<file path="src/rtl/serial_add_pkg.sv">
// Shared types and helpers for the bit-serial add/subtract sequencer.
package serial_add_pkg;

    typedef logic [1:0] state_t;

    localparam state_t ST_IDLE = 2'd0;
    localparam state_t ST_RUN  = 2'd1;
    localparam state_t ST_DONE = 2'd2;

    // Counter must be able to hold 0..WIDTH.
    function automatic int unsigned cnt_width(input int unsigned w);
        return $clog2(w + 1);
    endfunction

endpackage

</file>
<file path="src/rtl/serial_add_ctrl_if.sv">
// Operand/result handshake bundle between a command source and the serial adder.
interface serial_add_ctrl_if #(
    parameter int unsigned WIDTH = 8
);
    logic             in_valid;
    logic             in_ready;
    logic [WIDTH-1:0] a;
    logic [WIDTH-1:0] b;
    logic             sub;
    logic             out_valid;
    logic             out_ready;
    logic [WIDTH-1:0] sum;
    logic             cout;
    logic             busy;

    modport master (
        output in_valid, a, b, sub, out_ready,
        input  in_ready, out_valid, sum, cout, busy
    );

    modport slave (
        input  in_valid, a, b, sub, out_ready,
        output in_ready, out_valid, sum, cout, busy
    );
endinterface

</file>
<file path="src/rtl/halfadder.sv">
// Single-bit half adder cell.
module halfadder (
    input  logic a,
    input  logic b,
    output logic s,
    output logic c
);
    assign s = a ^ b;
    assign c = a & b;
endmodule

</file>
<file path="src/rtl/serial_add_ctrl.sv">
// Bit-serial add/subtract: one full-adder slice (two half adders) walks the
// operands LSB-first, one bit per clock, behind valid/ready handshakes.
module serial_add_ctrl #(
    parameter int unsigned WIDTH = 8
) (
    input  logic            clk,
    input  logic            rst_n,
    serial_add_ctrl_if.slave bus
);
    import serial_add_pkg::*;

    localparam int unsigned CW = cnt_width(WIDTH);

    state_t           state_q, state_d;
    logic [WIDTH-1:0] a_q, a_d;
    logic [WIDTH-1:0] b_q, b_d;
    logic [WIDTH-1:0] sum_q, sum_d;
    logic [CW-1:0]    cnt_q, cnt_d;
    logic             carry_q, carry_d;

    logic s1, c1, bit_s, c2;

    halfadder ha1 (
        .a (a_q[0]),
        .b (b_q[0]),
        .s (s1),
        .c (c1)
    );

    halfadder ha2 (
        .a (s1),
        .b (carry_q),
        .s (bit_s),
        .c (c2)
    );

    always_comb begin
        state_d = state_q;
        a_d     = a_q;
        b_d     = b_q;
        sum_d   = sum_q;
        cnt_d   = cnt_q;
        carry_d = carry_q;
        case (state_q)
            ST_IDLE: begin
                if (bus.in_valid) begin
                    // Subtract as a + ~b + 1: the +1 enters as the initial carry.
                    a_d     = bus.a;
                    b_d     = bus.sub ? ~bus.b : bus.b;
                    carry_d = bus.sub;
                    cnt_d   = '0;
                    sum_d   = '0;
                    state_d = ST_RUN;
                end
            end
            ST_RUN: begin
                carry_d          = c1 | c2;
                sum_d            = sum_q >> 1;
                sum_d[WIDTH-1]   = bit_s;
                a_d              = a_q >> 1;
                b_d              = b_q >> 1;
                cnt_d            = cnt_q + CW'(1);
                if (cnt_q == CW'(WIDTH - 1)) begin
                    state_d = ST_DONE;
                end
            end
            ST_DONE: begin
                if (bus.out_ready) begin
                    state_d = ST_IDLE;
                end
            end
            default: state_d = ST_IDLE;
        endcase
    end

    always_ff @(posedge clk or negedge rst_n) begin
        if (!rst_n) begin
            state_q <= ST_IDLE;
            a_q     <= '0;
            b_q     <= '0;
            sum_q   <= '0;
            cnt_q   <= '0;
            carry_q <= 1'b0;
        end else begin
            state_q <= state_d;
            a_q     <= a_d;
            b_q     <= b_d;
            sum_q   <= sum_d;
            cnt_q   <= cnt_d;
            carry_q <= carry_d;
        end
    end

    assign bus.in_ready  = (state_q == ST_IDLE);
    assign bus.out_valid = (state_q == ST_DONE);
    assign bus.busy      = (state_q != ST_IDLE);
    assign bus.sum       = sum_q;
    assign bus.cout      = carry_q;

endmodule

</file>
<file path="src/flat_wrapper.sv">
// flat-port wrapper written by rule: the top's interface ports become plain ports
module serial_add_ctrl_flat import serial_add_pkg::*;
#(
    parameter int unsigned WIDTH = 8
)
  (clk, rst_n, bus_in_valid, bus_a, bus_b, bus_sub, bus_out_ready, bus_in_ready, bus_out_valid, bus_sum, bus_cout, bus_busy);
  serial_add_ctrl_if #(.WIDTH(WIDTH)) bus_i ();
  input  logic clk;
  input  logic rst_n;
  input wire logic [$bits(bus_i.in_valid)-1:0] bus_in_valid;
  input wire logic [$bits(bus_i.a)-1:0] bus_a;
  input wire logic [$bits(bus_i.b)-1:0] bus_b;
  input wire logic [$bits(bus_i.sub)-1:0] bus_sub;
  input wire logic [$bits(bus_i.out_ready)-1:0] bus_out_ready;
  output wire logic [$bits(bus_i.in_ready)-1:0] bus_in_ready;
  output wire logic [$bits(bus_i.out_valid)-1:0] bus_out_valid;
  output wire logic [$bits(bus_i.sum)-1:0] bus_sum;
  output wire logic [$bits(bus_i.cout)-1:0] bus_cout;
  output wire logic [$bits(bus_i.busy)-1:0] bus_busy;
  assign bus_i.in_valid = bus_in_valid;
  assign bus_i.a = bus_a;
  assign bus_i.b = bus_b;
  assign bus_i.sub = bus_sub;
  assign bus_i.out_ready = bus_out_ready;
  assign bus_in_ready = bus_i.in_ready;
  assign bus_out_valid = bus_i.out_valid;
  assign bus_sum = bus_i.sum;
  assign bus_cout = bus_i.cout;
  assign bus_busy = bus_i.busy;
  serial_add_ctrl #(.WIDTH(WIDTH)) u_core (.clk(clk), .rst_n(rst_n), .bus(bus_i));
endmodule
</file>
<file path="config.mk">
export PLATFORM = sky130hd
export DESIGN_NAME = serial_add_ctrl_flat
export DESIGN_NICKNAME = d
export VERILOG_FILES = /design/src/rtl/serial_add_pkg.sv /design/src/rtl/serial_add_ctrl_if.sv /design/src/rtl/halfadder.sv /design/src/rtl/serial_add_ctrl.sv /design/src/flat_wrapper.sv
export SDC_FILE = /design/constraint.sdc
export NUM_CORES = 1
export LEC_CHECK = 0
export BUFFER_PORTS_ARGS = -buffer_cell sky130_fd_sc_hd__buf_2
export CORE_ASPECT_RATIO = 0.7
export CORE_MARGIN = 3
export CORE_UTILIZATION = 30
export DETAILED_ROUTE_END_ITERATION = 8
export MAX_ROUTING_LAYER = met4
export PLACE_DENSITY = 0.54
export SLEW_MARGIN = 40
export SYNTH_ARGS = -nofsm -noshare
export SYNTH_HDL_FRONTEND = slang
export SYNTH_SLANG_ARGS = --single-unit
</file>
<file path="constraint.sdc">
create_clock -name clk -period 1.7 [get_ports clk]
set_clock_uncertainty 0.1 [all_clocks]
set_input_delay 0.085 -clock clk [delete_from_list [all_inputs] [get_ports clk]]
set_output_delay 0.085 -clock clk [all_outputs]
set_load 0.1 [all_outputs]
</file>
## Word level (Yosys, flattened, before mapping)

Cells that the tools add are included.
W data, S select, Z words.

| cells by class | value |
|---|---|
| bitwise logic cells | 6 |
| $lt $le $gt $ge | 0 |
| add/sub/neg operators | 1 |
| equality and inequality tests | 6 |
| muxes and demuxes | 15 |
| reduce and logical (&&, ||, !) cells | 5 |
| divide/modulo/power cells | 0 |
| multipliers | 0 |
| shift-type cells | 0 |

Operator list:

| cell | count |
|---|---|
| $pmux W8 S2 | 3 |
| $mux W8 | 4 |
| $not A8 Y8 | 1 |
| $pmux W4 S2 | 1 |
| $mux W2 | 3 |
| $pmux W2 S3 | 1 |
| $add A4 B1 Y4 const B | 1 |
| $eq A4 B3 Y1 const B | 1 |
| $mux W4 | 1 |
| $ne A2 B2 Y1 const B | 2 |
| $reduce_bool A2 Y1 | 2 |
| $reduce_and A3 Y1 | 1 |
| $and A1 B1 Y1 | 2 |
| $eq A2 B1 Y1 const B | 1 |
| $eq A2 B2 Y1 const B | 1 |
| $logic_not A2 Y1 | 1 |
| $ne A2 B1 Y1 const B | 1 |
| $pmux W1 S2 | 1 |
| $reduce_and A2 Y1 | 1 |
| $xor A1 B1 Y1 | 2 |
| $mux W1 | 1 |
| $or A1 B1 Y1 | 1 |

| storage, ports and cells | value |
|---|---|
| word-level logic and storage cells | 39 |
| RAM bits | 0 |
| output and inout bits | 12 |
| bits in read-only memories | 0 |
| register bits | 31 |
| memories kept | 0 |
| latch bits | 0 |

## Logic depth before layout (Yosys ltp)

Gate-level depths: netlist of the first run.

| logic depth | value |
|---|---|
| word-level depth | 4 |
| depth in mapped cells | 5 |

## Modules after synthesis

From an unflattened synthesis of the first run, not the netlist that was laid out.

| second synthesis, totals | value |
|---|---|
| cell total of the unflattened synthesis | 131 |
| area, all modules | 1467.7 sq um |

By module, submodules not included:

| module | times used | sequential area each (sq um) | cells an instance | area each (sq um) |
|---|---|---|---|---|
| serial_add_ctrl | 1 | 775.7 | 129 | 1442.6 |
| halfadder | 2 | 0.0 | 1 | 12.5 |

## Worst setup path after synthesis of the first run

OpenSTA, ideal clock, no wires.

| timing path | value |
|---|---|
| kind | register to register |
| start point | register u_core.carry_q, in the netlist u_core.bus.cout |
| end point | register u_core.sum_q[7], in the netlist u_core.bus.sum[7] |
| period minus slack after synthesis | 1954 ps |
| setup slack | -254 ps |
| required time | 1471 ps |
| data arrival time | 1725 ps |
| path buffers | 0 |
| stages on the path, launching flop included | 4 |
| library setup time | 129 ps |
| cell sequence | dfrtp_1 inv_1 fa_1 o21ai_0 |

| between the ends | value |
|---|---|
| word-level cells in the longest chain between the ends | 2 |

Ends and longest elaborated chain:

| what | line | text |
|---|---|---|
| from (decl) | serial_add_ctrl.sv:19 | `logic carry_q, carry_d;` |
| from (signal assigned) | serial_add_ctrl.sv:90 | `carry_q <= carry_d;` |
| $xor A1 B1 Y1 | halfadder.sv:8 | `assign s = a ^ b;` |
| $pmux W8 S2 | serial_add_ctrl.sv:44 | `case (state_q)` |
| to (signal assigned) | serial_add_ctrl.sv:88 | `sum_q <= sum_d;` |
| to (decl) | serial_add_ctrl.sv:17 | `logic [WIDTH-1:0] sum_q, sum_d;` |

Every way passes these cells.
A chain may end at the register's enable or synchronous reset.

## Final worst setup path of the first run

| timing path | value |
|---|---|
| start point | register u_core.state_q[0] |
| end point | output port bus_busy |

| between the ends | value |
|---|---|
| word-level cells in the longest chain between the ends | 1 |

Ends and longest elaborated chain:

| what | line | text |
|---|---|---|
| from (decl) | serial_add_ctrl.sv:14 | `state_t state_q, state_d;` |
| from (signal assigned) | serial_add_ctrl.sv:85 | `state_q <= state_d;` |
| $reduce_bool A2 Y1 | serial_add_ctrl.sv:96 | `assign bus.busy = (state_q != ST_IDLE);` |
| to (decl) | flat_wrapper.sv:19 | `output wire logic [$bits(bus_i.busy)-1:0] bus_busy;` |

Every way passes these cells.

==> flow_metrics.py, run 1 <==
metrics = {
    "clock_tree": {
        "clock_latency_ns": 0.27,
        "post_cts_buffers": 0,
        "clk_path_buf_depth": 2,
        "cts_buffers": 5,
        "cts_tree": "done",
        "clk_pin_slew_worst_paths_ns": 0.06,
        "cts_max_level": 2,
        "clock_sinks": 31,
        "clock-root-buffer": "clkbuf_8",
    },
    "floorplanning": {
        "coreArea_mm2": 0.00486,
        "rows": 21,
        "start_util_pct": 31.6,
        "io_pins": 33,
        "dieArea_mm2": 0.00603,
        "die_h_um": 65.9,
        "die_w_um": 91.6,
    },
    "synthesis": {
        "ys_top_cells_by_area": "dfrtp_1 (50%), a22o_1 (5.7%), nand2_1 (4.9%), xnor2_1 (4.6%), o221ai_1 (3.4%)",
        "synth_simple_gate_area_share_pct": 12.1,
        "synth.avg_cell_area_um2": 10.7,
        "ys_top_cells_by_count": "dfrtp_1 (31), nand2_1 (20), a22o_1 (10)",
        "ys_ff_latch": 31,
        "synth_fa_ha_area_share_pct": 2.12,
        "synthXorXnorAreaFrac_pct": 4.56,
        "synth_edf_count": 0,
        "synth-main-ff-cell": "dfrtp_1",
        "netlist_instances": 144,
        "syn-cell-area_mm2": 0.00154,
        "yosysSeqAreaShare_pct": 50.4,
        "synth_nets": 167,
        "yosysTopAreaCellShare_pct": 50.4,
        "yosys_warnings": 0,
        "synth_top_family_by_area": "compound AO/OA/AOI/OAI gates",
        "async_flop_share_pct": 100,
        "synth_area_leader_cell": "dfrtp_1",
        "synthMuxAreaShare_pct": 0.651,
        "yosysMostFrequentCell": "dfrtp_1",
        "synth_compound_area_share_pct": 23.1,
        "synth.distinct_cells": 30,
    },
    "timing": {
        "fmax_ghz": 0.620,
        "setup_violations": 0,
        "hold_viol_final": 0,
        "slew_headroom_pct": 53.6,
        "finalMaxSlewViolations": 0,
        "hold_slack_ns": 0.0153,
        "layout_setup_ws_ns": 0.0862,
        "period_needed_ns": 1.61,
        "worstMarginPinSlew_ns": 0.696,
        "rsz0062_at_grt": "no",
        "min_period_over_period_pct": 94.9,
    },
    "drt": {
        "routed_wl_um": 3500,
        "ant_nets": 0,
        "vias": 1230,
        "first_pass_iters": 4,
        "viasPerCell": 4.88,
        "first_iter_violations": 125,
        "avgRoutedWirePerCell_um": 13.9,
        "drc": 0,
    },
    "job": {
        "cap_violations": 0,
    },
    "setup_path": {
        "path_buf_inv": 3,
        "crit_path_top_delay_cell": "dfrtp_1",
        "cp_cell_sequence": "buf_4, nor2_4, inv_1, buf_12",
        "crit_path_end_kind": "output port",
        "worstPathRequired_ns": 1.51,
        "crit_arrival_ns": 1.43,
        "start_kind": "flop",
        "critPathMaxStageDelay_ns": 0.50,
        "cp_max_fo": 18,
        "crit_family": "buffers and inverters",
        "worstSetupPathType": "reg -> out",
    },
    "global_routing": {
        "grt_pass1_wl_um": 6020,
        "antenna_found_initial": 0,
        "grt_remaining_overflow": 0,
        "grt_max_degree": 32,
        "grt_pass1_vias": 1248,
        "grt_use_total_pct": 13.3,
    },
    "layout": {
        "syn_to_final_growth_pct": 25.9,
        "n_antenna_cell": 0,
        "fill_cells": 497,
        "multi_input_area_um2": 663,
        "instances_no_fill": 252,
        "fin_area_mm2": 0.00194,
        "drive_gt1_share_pct": 27.9,
        "nNetsFinal": 205,
        "seqCellArea_um2": 777,
    },
    "pwr": {
        "p_leak_nw": 0.876,
        "powerDensity_mw_per_mm2": 1970,
        "total_power_mw": 3.82,
        "vdd_ir_drop_max_uv": 1440,
    },
    "placement": {
        "place_area_mm2": 0.00179,
        "gp_congestion": 0.750,
        "portBuffers": 32,
        "dp_hpwl_um": 2430,
        "pre_cts_slack_ns": 0.116,
        "place_inst": 240,
    },
    "status": {
        "outcome": "completed",
    },
    "hold_path": {
        "hp-class": "in -> reg",
    },
}
-- layout by cell type (no fill, tap or decap), types with 3 or more instances in the layout --
cell           instances
o21ai_0                9
buf_12                 3
xnor2_1                8
clkbuf_8               7
dlygate4sd3_1          4
buf_2                 29
nand2_1               20
nor2b_1                7
o221ai_1               6
dfrtp_1               30
a2bb2oi_1              3
a22oi_1                6
buf_4                  6
a21oi_1                8
a22o_1                10
inv_1                  5
-- worst reg2reg max path, stage by stage (launching register included) --
cell	delay [ns]
dfrtp_1	0.48
buf_4	0.25
nor2_4	0.17
nand2_1	0.20
o221ai_1	0.28
-- final timing paths --
kind                              startpoint              end  slack [ns]  cells past startpoint
min                                 bus_b[0]    u_core.b_q[0]        0.02                      3
min in group asynchronous              rst_n  u_core.bus.cout        0.29                      2
min reg2reg                    u_core.b_q[4]    u_core.b_q[4]        0.39                      2
max reg2reg                u_core.state_q[0]    u_core.b_q[5]        0.14                      4
max in group asynchronous              rst_n  u_core.bus.cout        0.73                      2
max                        u_core.state_q[0]         bus_busy        0.09                      4
-- logic make-up after synthesis --
group | Yosys count
AND/OR/NAND/NOR | 37
multiplexers | 1
XOR/XNOR | 8
AO/OA/AOI/OAI | 49
adder cells (fa/ha/maj) | 2
flip-flops | 31
buffers and inverters | 16
-- layout make-up --
class	count	area share, %
Sequential cell	31	40.1
Multi-Input combinational cell	97	34.3
Timing Repair Buffer	42	15.0
Clock buffer	8	5.17
Tap cell	69	4.46
Inverter	5	0.970
-- through the flow --
step	setup TNS [ns]	util, %
2_1_floorplan	-0.254	-
3_3_place_gp	0	36.8
3_5_place_dp	0	36.8
4_1_cts	0	39.7
5_1_grt	0	39.8
6_report	0	39.8
-- per-layer routing --
metal,share of wire [%],global-route usage (%),vias to the layer above,routed length [µm]
met4,0.60,5.08,0,21
met1,50,17.2,612,1750
met5,0,-,-,0
li1,-,-,586,-
met3,4.7,3.64,2,166
met2,45,19.9,30,1560
-- flip-flops by register name (all words and copies together) (netlist names) --
| name | flops |
|---|---|
| u_core.cnt_q | 4 |
| u_core.bus.sum | 8 |
| u_core.bus.cout | 1 |
| u_core.a_q | 8 |
| u_core.b_q | 8 |
| u_core.state_q | 2 |
-- what timing repair did --
item,in CTS,in global routing
resized for setup,0,0
hold buffers,4,0
setup endpoints to repair,0,0
hold endpoints to repair,34,0
-- report_power, final --
group / switching [mW] / total (mW) / internal, mW
combinational: 1.34 / 1.93 / 0.586
sequential: 0.231 / 1.26 / 1.03
clock: 0.257 / 0.626 / 0.369
total: 1.83 / 3.82 / 1.99
(Power assumes the default switching activity.)
==> run 2: changes to the inputs <==
--- a/config.mk
+++ b/config.mk
@@ -11,7 +11,8 @@
 export CORE_UTILIZATION = 30
 export DETAILED_ROUTE_END_ITERATION = 8
 export MAX_ROUTING_LAYER = met4
-export PLACE_DENSITY = 0.54
+export PLACE_DENSITY = 0.53
+export SETUP_SLACK_MARGIN = 0.1
 export SLEW_MARGIN = 40
 export SYNTH_ARGS = -nofsm -noshare
 export SYNTH_HDL_FRONTEND = slang
==> flow_metrics.py, run 2 (synthesized netlist as in run 1, its figures left out) <==
metrics = {
    "placement": {
        "pre_cts_slack_ns": 0.294,
        "place_inst": 243,
        "dp_hpwl_um": 2700,
        "place_area_mm2": 0.00182,
        "portBuffers": 32,
        "gp_congestion": 0.786,
    },
    "drt": {
        "drc": 0,
        "viasPerCell": 4.93,
        "wl_met1_um": 1680,
        "top_layer": "met4",
        "vias": 1262,
        "routed_wl_um": 3630,
        "wl_met2_um": 1760,
        "ant_nets": 0,
        "first_pass_iters": 4,
        "met3_length_um": 180,
        "first_iter_violations": 57,
        "avgRoutedWirePerCell_um": 14.2,
    },
    "clock_tree": {
        "cts_tree": "done",
        "clk_path_buf_depth": 2,
        "cts_max_level": 2,
        "post_cts_buffers": 0,
        "clk_pin_slew_worst_paths_ns": 0.07,
        "clock_latency_ns": 0.28,
        "clock-root-buffer": "clkbuf_8",
        "cts_buffers": 5,
        "clock_sinks": 31,
    },
    "timing": {
        "period_needed_ns": 1.48,
        "finalMaxSlewViolations": 0,
        "worstMarginPinSlew_ns": 0.612,
        "slew_headroom_pct": 59.2,
        "fin_tns_setup_ns": 0,
        "rsz0062_at_grt": "no",
        "hold_viol_final": 0,
        "min_period_over_period_pct": 86.9,
        "setup_violations": 0,
        "fmax_ghz": 0.677,
        "layout_setup_ws_ns": 0.223,
        "hold_slack_ns": 0.0118,
    },
    "floorplanning": {
        "start_util_pct": 31.6,
        "dieArea_mm2": 0.00603,
        "die_w_um": 91.6,
        "io_pins": 33,
        "die_h_um": 65.9,
        "rows": 21,
        "coreArea_mm2": 0.00486,
    },
    "global_routing": {
        "grt_remaining_overflow": 0,
        "antenna_found_initial": 0,
        "grt_use_total_pct": 13.5,
        "grt_pass1_wl_um": 6220,
        "grt_max_degree": 20,
        "grt_pass1_vias": 1338,
    },
    "setup_path": {
        "start_kind": "flop",
        "cp_cell_sequence": "buf_4, nor2_4, inv_1, buf_12",
        "worstPathRequired_ns": 1.51,
        "cp_max_fo": 13,
        "crit_arrival_ns": 1.29,
        "critPathMaxStageDelay_ns": 0.39,
        "crit_path_top_delay_cell": "dfrtp_1",
        "worstSetupPathType": "reg -> out",
        "crit_path_end_kind": "output port",
    },
    "pwr": {
        "pwr-share-clk_pct": 17.0,
        "p_comb_share_pct": 50.3,
        "vdd_ir_drop_max_uv": 573,
        "p_sw_share_pct": 48.3,
        "total_power_mw": 3.83,
        "powerDensity_mw_per_mm2": 1940,
        "seq_power_share_pct": 32.6,
        "p_sw_mw": 1.85,
        "p_leak_nw": 0.894,
        "p_int_mw": 1.98,
    },
    "layout": {
        "instances_no_fill": 256,
        "mostFrequentLayoutCells": "dfrtp_1 (30), buf_2 (29), nand2_1 (19)",
        "nNetsFinal": 209,
        "syn_to_final_growth_pct": 28.1,
        "fill_cells": 481,
        "postLayoutCoreUtil_pct": 40.5,
        "fin_area_mm2": 0.00197,
        "layout_commonest_cell": "dfrtp_1",
        "n_antenna_cell": 0,
        "drive_gt1_share_pct": 29.9,
    },
    "hold_path": {
        "hp-class": "in -> reg",
    },
    "status": {
        "outcome": "completed",
    },
    "job": {
        "cap_violations": 0,
    },
}
[run 2: cell count changes in the layout (fill, tap and decap cells not counted), sizes merged]
cell         before  now
clkbuf            8    7
buf              38   41
clkinvlp          0    1
dlygate4sd3       4    5
[run 2: worst max-delay path: cells and delay by family (launching register included)]
family        cells  cell delay, ns
buf+inv           3            0.45
flops             1            0.39
simple gates      1            0.17
[run 2: path summary, 6_finish.rpt]
kind | slack [ns] | depth (start not counted) | from | to
min in group asynchronous | 0.17 | 2 | rst_n | u_core.bus.sum[2]
worst min register to register | 0.40 | 2 | u_core.b_q[2] | u_core.b_q[2]
worst max register to register | 0.26 | 3 | u_core.state_q[1] | u_core.b_q[0]
max in group asynchronous | 0.86 | 3 | rst_n | u_core.b_q[1]
worst min-delay path | 0.01 | 3 | bus_a[0] | u_core.a_q[0]
worst max-delay path | 0.22 | 4 | u_core.state_q[0] | bus_busy
[run 2: repair_timing]
action,4_1_cts,5_1_grt
hold buffers,5,0
hold endpoints to repair,21,0
resized for setup,0,0
[run 2: cell type report]
cell class | count | area [µm²] | share of cell area, %
well taps | 69 | 86.3 | 4.38
clock inverters | 1 | 7.51 | 0.381
clock buffers | 7 | 96.3 | 4.89
inverters | 5 | 18.8 | 0.953
repair buffers | 46 | 323 | 16.4
multi-input cells | 97 | 658 | 33.4
flip-flops and latches | 31 | 779 | 39.6
[run 2: per-layer routing]
layer	vias up	global-route usage, %
met5	-	-
met4	0	4.32
met3	2	3.75
met2	35	21.7
met1	630	16.6
li1	595	-
[run 2: power groups by stage]
stage | Clock [mW] | Combinational (mW) | Sequential (mW)
after floorplan | 0 | 0.923 | 1.88
after global placement | 0 | 1.87 | 1.24
after detailed placement | 0 | 1.94 | 1.26
after CTS | 0.664 | 1.95 | 1.25
after global routing | 0.693 | 2.07 | 1.29
final | 0.652 | 1.93 | 1.25
